**config.mk**
```make
export PLATFORM = sky130hd
export DESIGN_NAME = fetch_unit
export DESIGN_NICKNAME = d
export VERILOG_FILES = /design/src/rtl/fetch_unit.sv
export SDC_FILE = /design/constraint.sdc
export NUM_CORES = 1
export LEC_CHECK = 0
export BUFFER_PORTS_ARGS = -buffer_cell sky130_fd_sc_hd__buf_2
export CORE_ASPECT_RATIO = 1.5
export CORE_MARGIN = 2
export CORE_UTILIZATION = 59
export DETAILED_ROUTE_END_ITERATION = 12
export MAX_ROUTING_LAYER = met4
export PLACE_DENSITY = 0.87
export RECOVER_POWER = 100
export SETUP_SLACK_MARGIN = 0.02
export SYNTH_ARGS = -nofsm -noshare
export SYNTH_HDL_FRONTEND = slang
export SYNTH_SLANG_ARGS = --single-unit
```
**constraint.sdc**
```tcl
create_clock -name clk -period 16.59 [get_ports clk]
set_input_delay 3.318 -clock clk [delete_from_list [all_inputs] [get_ports clk]]
set_output_delay 3.318 -clock clk [all_outputs]
set_load 0.02 [all_outputs]
```
**src/rtl/fetch_unit.sv**
```systemverilog
// Instruction-fetch front end: owns the PC, issues in-order word requests, buffers
// returned instructions toward decode and discards responses made stale by a redirect.
module fetch_unit #(
    parameter logic [31:0] RESET_PC   = 32'h0000_0000,
    parameter int          FIFO_DEPTH = 2
) (
    input  logic        clk,
    input  logic        rst,
    output logic        imem_req_valid,
    input  logic        imem_req_ready,
    output logic [31:0] imem_req_addr,
    input  logic        imem_rsp_valid,
    input  logic [31:0] imem_rsp_data,
    output logic        if_valid,
    input  logic        if_ready,
    output logic [31:0] if_instr,
    output logic [31:0] if_pc,
    input  logic        branch_taken,
    input  logic [31:0] branch_target,
    input  logic        jal_jump,
    input  logic [31:0] jal_target,
    input  logic        jalr_jump,
    input  logic [31:0] jalr_target,
    output logic        fetch_misaligned
);
    localparam int PW = $clog2(FIFO_DEPTH);
    localparam int CW = PW + 1;
    localparam int SW = CW + 1;

    logic [31:0]   pc_q, pc_d;
    logic [CW-1:0] count_q, count_d;
    logic [CW-1:0] outst_q, outst_d;
    logic [CW-1:0] discard_q, discard_d;
    logic [31:0]   fifo_pc_q [FIFO_DEPTH];
    logic [31:0]   fifo_pc_d [FIFO_DEPTH];
    logic [31:0]   fifo_instr_q [FIFO_DEPTH];
    logic [31:0]   fifo_instr_d [FIFO_DEPTH];
    logic [PW-1:0] fifo_wr_q, fifo_wr_d;
    logic [PW-1:0] fifo_rd_q, fifo_rd_d;
    logic [31:0]   rq_pc_q [FIFO_DEPTH];
    logic [31:0]   rq_pc_d [FIFO_DEPTH];
    logic [PW-1:0] rq_wr_q, rq_wr_d;
    logic [PW-1:0] rq_rd_q, rq_rd_d;
    logic          misaligned_q, misaligned_d;

    logic          req_valid;
    logic          req_fire;
    logic          rsp_fire;
    logic          push;
    logic          pop;
    logic          redirect;
    logic [31:0]   redirect_target;

    // Credit: buffered entries plus in-flight requests never exceed the buffer size,
    // so every non-stale response is guaranteed a free slot.
    assign req_valid = ~rst & ((SW'(count_q) + SW'(outst_q)) < SW'(FIFO_DEPTH));
    assign req_fire  = req_valid & imem_req_ready;
    assign rsp_fire  = imem_rsp_valid & (outst_q != '0);
    assign redirect  = branch_taken | jal_jump | jalr_jump;
    assign push      = rsp_fire & ~redirect & (discard_q == '0);
    assign pop       = (count_q != '0) & if_ready;

    always_comb begin
        if (jalr_jump) begin
            redirect_target = jalr_target;
        end else if (jal_jump) begin
            redirect_target = jal_target;
        end else begin
            redirect_target = branch_target;
        end
    end

    always_comb begin
        pc_d         = pc_q;
        count_d      = count_q;
        outst_d      = outst_q + CW'(req_fire) - CW'(rsp_fire);
        discard_d    = discard_q;
        fifo_pc_d    = fifo_pc_q;
        fifo_instr_d = fifo_instr_q;
        fifo_wr_d    = fifo_wr_q;
        fifo_rd_d    = fifo_rd_q;
        rq_pc_d      = rq_pc_q;
        rq_wr_d      = rq_wr_q;
        rq_rd_d      = rq_rd_q;
        misaligned_d = 1'b0;

        if (req_fire) begin
            pc_d             = pc_q + 32'd4;
            rq_pc_d[rq_wr_q] = pc_q;
            rq_wr_d          = rq_wr_q + PW'(1);
        end
        if (rsp_fire) begin
            rq_rd_d = rq_rd_q + PW'(1);
            if (discard_q != '0) begin
                discard_d = discard_q - CW'(1);
            end
        end
        if (push) begin
            fifo_pc_d[fifo_wr_q]    = rq_pc_q[rq_rd_q];
            fifo_instr_d[fifo_wr_q] = imem_rsp_data;
            fifo_wr_d               = fifo_wr_q + PW'(1);
        end
        if (pop) begin
            fifo_rd_d = fifo_rd_q + PW'(1);
        end
        count_d = count_q + CW'(push) - CW'(pop);

        // Everything still in flight after this cycle belongs to the old path.
        if (redirect) begin
            pc_d         = {redirect_target[31:2], 2'b00};
            count_d      = '0;
            fifo_rd_d    = fifo_wr_q;
            discard_d    = outst_d;
            misaligned_d = (redirect_target[1:0] != 2'b00);
        end
    end

    always_ff @(posedge clk or posedge rst) begin
        if (rst) begin
            pc_q         <= RESET_PC;
            count_q      <= '0;
            outst_q      <= '0;
            discard_q    <= '0;
            fifo_wr_q    <= '0;
            fifo_rd_q    <= '0;
            rq_wr_q      <= '0;
            rq_rd_q      <= '0;
            misaligned_q <= 1'b0;
            for (int i = 0; i < FIFO_DEPTH; i++) begin
                fifo_pc_q[i]    <= '0;
                fifo_instr_q[i] <= '0;
                rq_pc_q[i]      <= '0;
            end
        end else begin
            pc_q         <= pc_d;
            count_q      <= count_d;
            outst_q      <= outst_d;
            discard_q    <= discard_d;
            fifo_wr_q    <= fifo_wr_d;
            fifo_rd_q    <= fifo_rd_d;
            rq_wr_q      <= rq_wr_d;
            rq_rd_q      <= rq_rd_d;
            misaligned_q <= misaligned_d;
            for (int i = 0; i < FIFO_DEPTH; i++) begin
                fifo_pc_q[i]    <= fifo_pc_d[i];
                fifo_instr_q[i] <= fifo_instr_d[i];
                rq_pc_q[i]      <= rq_pc_d[i];
            end
        end
    end

    assign imem_req_valid   = req_valid;
    assign imem_req_addr    = pc_q;
    assign if_valid         = (count_q != '0);
    assign if_instr         = fifo_instr_q[fifo_rd_q];
    assign if_pc            = fifo_pc_q[fifo_rd_q];
    assign fetch_misaligned = misaligned_q;

endmodule

```
== Word level (Yosys, flattened, before mapping) ==
Cells that the tools add are included.
Storage, ports and cells
  register bits: 235
  word-level logic and storage cells: 86
  output and inout bits: 99
  bits of input ports: 136
Operators by class
  order comparisons: 7
  reduce and logical (&&, ||, !) cells: 12
  muxes and demuxes: 27
  bitwise operators: 14
  add/subtract/negate cells: 11
Operators with widths (count)
  $mux W32: 15
  $bwmux W64: 3
  $demux W32 S1: 2
  $add A32 B3 Y32 const B: 1
  $reduce_bool A2 Y1: 8
  $ge A2 B2 Y1 const B: 4
  $mux W2: 4
  $not A1 Y2: 4
  $and A1 B1 Y1: 6
  $add A1 B1 Y1 const B: 4
  $add A2 B1 Y2: 2
  $lt A2 B1 Y1 const B: 2
  $sub A2 B1 Y2: 2
  $add A2 B2 Y3: 1
  $lt A3 B2 Y1 const B: 1
  $mux W1: 3
  $logic_and A1 B1 Y1: 2
  $logic_not A2 Y1: 1
  $not A1 Y1: 2
  $or A1 B1 Y1: 2
  $reduce_and A2 Y1: 1
  $sub A2 B1 Y2 const B: 1

== Logic depth before layout (Yosys ltp) ==
Gate-level depths: netlist (run 1).
  depth in word-level cells: 8
  gate-level depth with buffers: 11
  mapped depth without buffers: 11

== Worst setup path after synthesis (run 1) ==
OpenSTA, ideal clock, no wires.
  path type: input port to output port
  start: input rst
  end: output imem_req_valid
  stages on the path: 1
  path slack: 9.499 ns
  path buffers: 0
  required time: 13.272 ns
  arrival: 3.773 ns
  cell sequence: nor3_1
On the way
  cells in the longest elaborated chain, start to end: 2
Ends and longest elaborated chain
  start, declared: RTL line 8  | input logic rst,
  $not A1 Y1: RTL line 56  | assign req_valid = ~rst & ((SW'(count_q) + SW'(outst_q)) < SW'(FIFO_DEPTH));
  $and A1 B1 Y1: RTL line 56
  end, declared: RTL line 9  | output logic imem_req_valid,
Every way passes these cells.

== Worst setup path after layout (run 1) ==
  start: input jal_jump
  end: register fifo_pc_q[18] (netlist bit)
On the way
  cells in the longest elaborated chain, start to end: 5
Ends and longest elaborated chain
  start, declared: RTL line 20  | input logic jal_jump,
  $or A1 B1 Y1 (2 in series): RTL line 59  | assign redirect = branch_taken | jal_jump | jalr_jump;
  $not A1 Y1: RTL line 60  | assign push = rsp_fire & ~redirect & (discard_q == '0);
  $and A1 B1 Y1 (2 in series): RTL line 60
  end signal, assigned by index: RTL line 145  | fifo_pc_q[i] <= fifo_pc_d[i];
  end, declared: RTL line 34  | logic [31:0] fifo_pc_q [FIFO_DEPTH];
Every way passes these cells.
A chain may end at the register's enable or synchronous reset.

==> impl_metrics.csv, run 1 <==
group,metric,value,unit
timing,post-route-period-util,0.5510,
place,dp_hpwl,16910,um
floorplanning,dieWidth,114.7,um
power,peakVddDrop,0.07865,mV
global_routing,met2_usage,0.4528,
timing,slew_headroom,-3.435,
cts,postCtsSetupRepairBufs,0,
floorplanning,rows,60,
yosys,async_flop_share,1.000,
timing,hold_viol_final,0,
setup_path,start_kind,"input pin",
floorplanning,initial_core_util,0.6042,
min_path,min_path_type,"reg -> reg",
layout,fillers,1380,
yosys,syn_inst,930,
cts,hold_buffers,0,
cts,cts-root-buf,"clkbuf_16",
power,power_frac_clock,0.232,
layout,drive_above_1_share,0.2976,
cts,tritoncts,"done",
timing,worst_pin_slew,6616,ps
drt,ant_nets,0,
drt,drc_errors,0,
yosys,synthMuxAreaShare,0.2285,
layout,synthToLayoutAreaGrowth,15.40,%
cts,cts.clk_slew.worst_paths,60,ps
floorplanning,fp.coreArea,17940,um2
layout,nets,1275,
global_routing,grt_usage,0.2615,
global_routing,use_met3,0.03241,
cts,cts_resized,0,
cts,cts_buffers,22,
timing,skew,13.89,ps
global_routing,grt_pass1_wl,39780,um
timing,fin_ws,7450,ps
floorplanning,die_h,170.0,um
global_routing,grt_max_degree,152,
yosys,synth_ff_type,"dfrtp_1",
flow_run,cap_violations,9,
global_routing,grt-ovfl-total,0,
yosys,ys_warn_count,0,
drt,wire_per_inst,18.20,um
cts,clock_latency,500,ps
timing,rsz0062_at_grt,"false",
cts,clock-sinks,225,
place,dp_slack,9480,ps
global_routing,grt_pass1_vias,8097,
timing,setup_viol,0,
yosys,postSynthRegisterBits,225,
layout,antennaDiodeCount,0,
place,port_buffers,230,
setup_path,worst-endpoint-arrival,9300,ps
power,seqPwrFrac,0.424,
yosys,synth.yosys.seq_area_share,0.5194,
layout,fin_util,0.6972,
timing,maxSlewViolCount,538,
global_routing,grt_busiest_layer,"met2",
yosys,yosys.area_share.xor_xnor,0.01616,
yosys,yosys.area_share.simple,0.08610,
setup_path,path_class,"in -> reg",
drt,first_pass_iters,4,
yosys,synth_top_family_by_area,"multiplexers",
yosys,syn-mean-instance-area,11.66,um2
yosys,ys_types,60,
place,place_congestion,0.8975,
power,p_leak,0.005854,uW
drt,viasPerCell,5.806,
drt,drtIter0Drc,427,
power,comb_power_share,0.344,
layout,final_area,12510,um2
power,switching_share,0.3461,
floorplanning,die_area,19500,um2
power,intPower,1393,uW
yosys,synth-compound-area-share,0.09995,
setup_path,worstPathMaxFanout,92,
power,cellPowerDensity,170.3,nW/um2
setup_path,critPathRequiredTime,16750,ps
power,p_sw,737.3,uW
timing,period_minus_slack,9140,ps
setup_path,worst_setup_path_end_kind,"flop",
timing,finalSetupTns,0,ps
global_routing,use_met1,0.3125,
drt,wl,24800,um
timing,whs,474.1,ps
cts,clk_path_buf_depth,3,
outcome,status,"complete, but fails checks",
yosys,synth_edf_count,0,
yosys,synth_fa_ha_area_frac,0.008772,
drt,vias,7914,
global_routing,antenna_found_initial,0,
timing,timing.fmax,0.1094,GHz
yosys,synth.cell_area,10840,um2
place,placed_area,12030,um2
cts,h-tree-depth,1,
outcome,violations,"max-capacitance violations, max-slew violations",
floorplanning,ioPinCount,235,
[Yosys cell counts (6+ instances only)]
cell type  count  area (um2)
ha_1           6       75.07
mux2_1         9       101.4
o22ai_1        6       37.54
xnor2_1       15       131.4
buf_2         26       130.1
a221oi_1      13       113.9
mux2i_1       39       390.4
buf_1          8       30.03
mux2_2       163        1836
nand2_1       62       232.7
nand3_1       10       50.05
nor2_1        61       229.0
nand4_1        9       56.30
inv_1         25       93.84
buf_4         12       90.09
a211oi_1      12       90.09
clkbuf_1      16       60.06
o21ai_0       51       255.2
nor3_1        12       60.06
mux2_4        10       150.1
dfrtp_1      225        5630
a21oi_1       60       300.3
[kinds of logic (layout without fill, tap and decap cells)]
kind of cell	count (synthesis)	count (layout)
adders and majority gates	7	7
xor gates and xnor gates	20	20
DFF	225	225
and+or+nand+nor	188	188
muxes	221	221
AOI/OAI and AO/OA	177	177
buffers and inverters	91	304
other	1	4
[layout make-up]
cell class              instances  area, um2  share of cell area
flip-flops and latches        225       5633              0.4503
clock inverters                 6      91.34            0.007301
clock buffers                  32      629.4             0.05031
multi-input cells             617       4702              0.3759
well taps                     217      271.5             0.02170
repair buffers                240       1084             0.08662
inverters                      26      98.84            0.007902
[final timing paths]
path / start / end / slack, ps / depth (start not counted)
min in group asynchronous: rst / count_q[0]$_DFF_PP0_ / 4920 / 2
max in group asynchronous: rst / fifo_rd_q$_DFFE_PP0P_ / 8460 / 2
worst max-delay path: jal_jump / fifo_pc_q[18]$_DFFE_PP0P_ / 7450 / 6
worst min-delay path: fifo_pc_q[26]$_DFFE_PP0P_ / fifo_pc_q[26]$_DFFE_PP0P_ / 470 / 2
worst min register to register: fifo_pc_q[26]$_DFFE_PP0P_ / fifo_pc_q[26]$_DFFE_PP0P_ / 470 / 2
worst max register to register: outst_q[1]$_DFF_PP0_ / fifo_pc_q[48]$_DFFE_PP0P_ / 11150 / 7
[worst max-delay path, stage by stage]
cell	delay [ps]
clkbuf_1	1120
nor3_1	240
clkbuf_1	690
nand4_1	330
clkbuf_1	2950
o21ai_0	590
[power by group through the flow]
stage / Sequential, uW / Combinational [uW] / Clock, uW
floorplan: 862 / 576 / 0
global placement: 895 / 735 / 0
detailed placement: 912 / 758 / 0
CTS: 903 / 766 / 507
global route: 930 / 799 / 528
finish: 903 / 733 / 494
[per-stage QoR]
stage | instances | total power (uW)
floorplan | 933 | 1437
global placement | 1325 | 1629
detailed placement | 1325 | 1669
CTS | 1363 | 2176
global route | 1363 | 2257
finish | 1363 | 2130
[registers in the layout (all words and copies together), names as in the netlist]
signal,count
fetch_misaligned,1
count_q,2
rq_pc_q,60
fifo_wr_q,1
outst_q,2
fifo_rd_q,1
fifo_pc_q,60
imem_req_addr,30
rq_rd_q,1
fifo_instr_q,64
rq_wr_q,1
discard_q,2
[cells in the final DEF, fill, tap and decap left out, types with 15 or more instances in the layout]
master     count
clkbuf_1     107
a21oi_1       60
xnor2_1       15
mux2_1        21
nor2_1        61
o21ai_0       52
dfrtp_1      223
nand2_1       62
inv_1         25
mux2i_1       39
buf_2        137
clkbuf_16     23
mux2_2       160
[per-layer routing]
layer	share of wire	wire length [um]
met2	0.51	12550
met5	0	0
met3	0.056	1397
met1	0.41	10060
met4	0.032	791
No activity file was read; power rests on OpenSTA's default activity.
==> run 2: changes to the inputs <==
--- a/config.mk
+++ b/config.mk
@@ -8,10 +8,10 @@
 export BUFFER_PORTS_ARGS = -buffer_cell sky130_fd_sc_hd__buf_2
 export CORE_ASPECT_RATIO = 1.5
 export CORE_MARGIN = 2
-export CORE_UTILIZATION = 59
+export CORE_UTILIZATION = 50
 export DETAILED_ROUTE_END_ITERATION = 12
 export MAX_ROUTING_LAYER = met4
-export PLACE_DENSITY = 0.87
+export PLACE_DENSITY = 0.78
 export RECOVER_POWER = 100
 export SETUP_SLACK_MARGIN = 0.02
 export SYNTH_ARGS = -nofsm -noshare
==> constraint.sdc (replaced) <==
create_clock -name clk -period 7.5 [get_ports clk]
set_input_delay 1.5 -clock clk [delete_from_list [all_inputs] [get_ports clk]]
set_output_delay 1.5 -clock clk [all_outputs]
set_load 0.02 [all_outputs]
==> run 2 against run 1 <==
Net effect:
- die area grew 17%
- sequential power up 120%
- largest cell class unchanged
- routed wire length up 1.1%
- global-route usage down 4.0 points
- the flow still finishes with violations (max-capacitance violations, max-slew violations)
==> impl_metrics.csv, run 2 (synthesized netlist as in run 1, its figures left out) <==
group,metric,value,unit
drt,drc_errors,0,
floorplanning,ioPinCount,235,
timing,period_minus_slack,5517,ps
timing,finalSetupTns,0,ps
drt,wire_per_inst,17.65,um
global_routing,met2_usage,0.3886,
cts,postCtsSetupRepairBufs,0,
timing,fin_ws,1983,ps
place,placed_area,12100,um2
global_routing,grt_pass1_wl,40430,um
cts,cts_buffers,22,
setup_path,critPathRequiredTime,6000,ps
cts,h-tree-depth,1,
setup_path,start_kind,"flop",
place,dp_hpwl,17570,um
place,place_congestion,0.9003,
layout,fillers,1841,
setup_path,crit_buf_inv,2,
power,report.power.total,4687,uW
cts,clock-sinks,225,
min_path,min_path_type,"reg -> reg",
setup_path,crit_family,"buffers and inverters",
power,peakVddDrop,0.1740,mV
drt,viasPerCell,5.558,
setup_path,cp_cell_sequence,"clkbuf_1 > mux2_2 > clkbuf_1",
cts,tritoncts,"done",
setup_path,cpMostUsedCell,"clkbuf_1",
layout,drive_above_1_share,0.3057,
global_routing,grt_busiest_layer,"met2",
place,port_buffers,230,
layout,regArea,5632,um2
layout,fin_util,0.5870,
timing,hold_viol_final,0,
global_routing,grt_usage,0.2216,
global_routing,grt-ovfl-total,0,
cts,cts-root-buf,"clkbuf_16",
cts,clock_latency,500,ps
layout,largest-register,"fifo_instr_q",
floorplanning,rows,66,
floorplanning,dieWidth,124.2,um
setup_path,worst-endpoint-arrival,4020,ps
floorplanning,initial_core_util,0.5049,
timing,worst_pin_slew,3069,ps
setup_path,slowest_stage,"clkbuf_1",
layout,synthToLayoutAreaGrowth,16.26,%
global_routing,grt_max_degree,128,
global_routing,antenna_found_initial,0,
global_routing,use_met1,0.2701,
timing,rsz0062_at_grt,"false",
timing,post-route-period-util,0.7356,
setup_path,path_class,"reg -> out",
layout,largest_reg_flops,64,
global_routing,use_met3,0.03164,
timing,timing.fmax,0.1812,GHz
layout,multi_input_area,4720,um2
outcome,status,"complete, but fails checks",
timing,skew,12.71,ps
drt,ant_nets,0,
cts,clk_path_buf_depth,3,
drt,first_pass_iters,4,
place,dp_slack,3065,ps
floorplanning,die_h,184.3,um
drt,vias,7892,
layout,antennaDiodeCount,0,
floorplanning,die_area,22900,um2
power,p_leak,0.005887,uW
outcome,violations,"max-capacitance violations, max-slew violations",
setup_path,worstPathMaxFanout,38,
timing,maxSlewViolCount,327,
cts,cts_resized,0,
cts,hold_buffers,0,
drt,wl,25070,um
power,cellPowerDensity,371.9,nW/um2
layout,nets,1275,
flow_run,cap_violations,6,
layout,final_common_cell,"dfrtp_1",
layout,mostFrequentLayoutCells,"dfrtp_1, mux2_2, buf_2",
cts,cts.clk_slew.worst_paths,70,ps
setup_path,worst_setup_path_end_kind,"primary output",
layout,final_area,12600,um2
global_routing,grt_pass1_vias,7904,
floorplanning,fp.coreArea,21470,um2
timing,setup_viol,0,
timing,slew_headroom,-1.046,
setup_path,slowest_delay,1720,ps
layout,reg_top3,"fifo_instr_q: 64 flops, fifo_pc_q: 60 flops, rq_pc_q: 60 flops",
drt,drtIter0Drc,395,
run 2: worst paths after layout:
path | from | to | slack (ps) | depth (start not counted)
setup / recovery | fifo_rd_q$_DFFE_PP0P_ | if_instr[26] | 1980 | 3
hold / removal | fifo_pc_q[22]$_DFFE_PP0P_ | fifo_pc_q[22]$_DFFE_PP0P_ | 480 | 2
setup reg to reg | count_q[0]$_DFF_PP0_ | rq_pc_q[61]$_DFFE_PP0P_ | 2750 | 8
hold reg to reg | fifo_pc_q[22]$_DFFE_PP0P_ | fifo_pc_q[22]$_DFFE_PP0P_ | 480 | 2
max in group asynchronous | rst | rq_rd_q$_DFFE_PP0P_ | 2730 | 3
min in group asynchronous | rst | rq_pc_q[2]$_DFFE_PP0P_ | 1200 | 2
run 2: area by class of cell:
type | instances | area share
flip-flops and latches | 225 | 0.4468
multi-input cells | 617 | 0.3745
repair buffers | 240 | 0.08706
clock buffers | 27 | 0.04765
well taps | 272 | 0.02700
clock inverters | 13 | 0.009133
inverters | 26 | 0.007843
run 2: power by group:
| group | internal (uW) | leakage (uW) | switching [uW] |
|---|---|---|---|
| combinational | 727 | 0.00266 | 855 |
| clock | 614 | 0.000347 | 475 |
| sequential | 1680 | 0.00288 | 335 |
| total | 3020 | 0.00589 | 1670 |
run 2: layer usage:
layer	wire, um	share of wire
met4	541	0.022
met5	0	0
met3	1352	0.054
met2	12690	0.51
met1	10490	0.42
run 2: metrics by stage:
stage / hold WS (ps) / std cells
2_1_floorplan: 444.4 / 933
3_3_place_gp: 455.2 / 1380
3_5_place_dp: 465.3 / 1380
4_1_cts: 480.0 / 1420
5_1_grt: 500.4 / 1420
6_report: 475.6 / 1420
run 2: worst reg2reg max path, stage by stage (launching register included):
cell and delay, ps:
dfrtp_1 400, and2_0 180, fa_1 460, nor4b_1 320, clkbuf_1 900, inv_1 460, nor2_2 180, clkbuf_1 1280
mux2_2 460
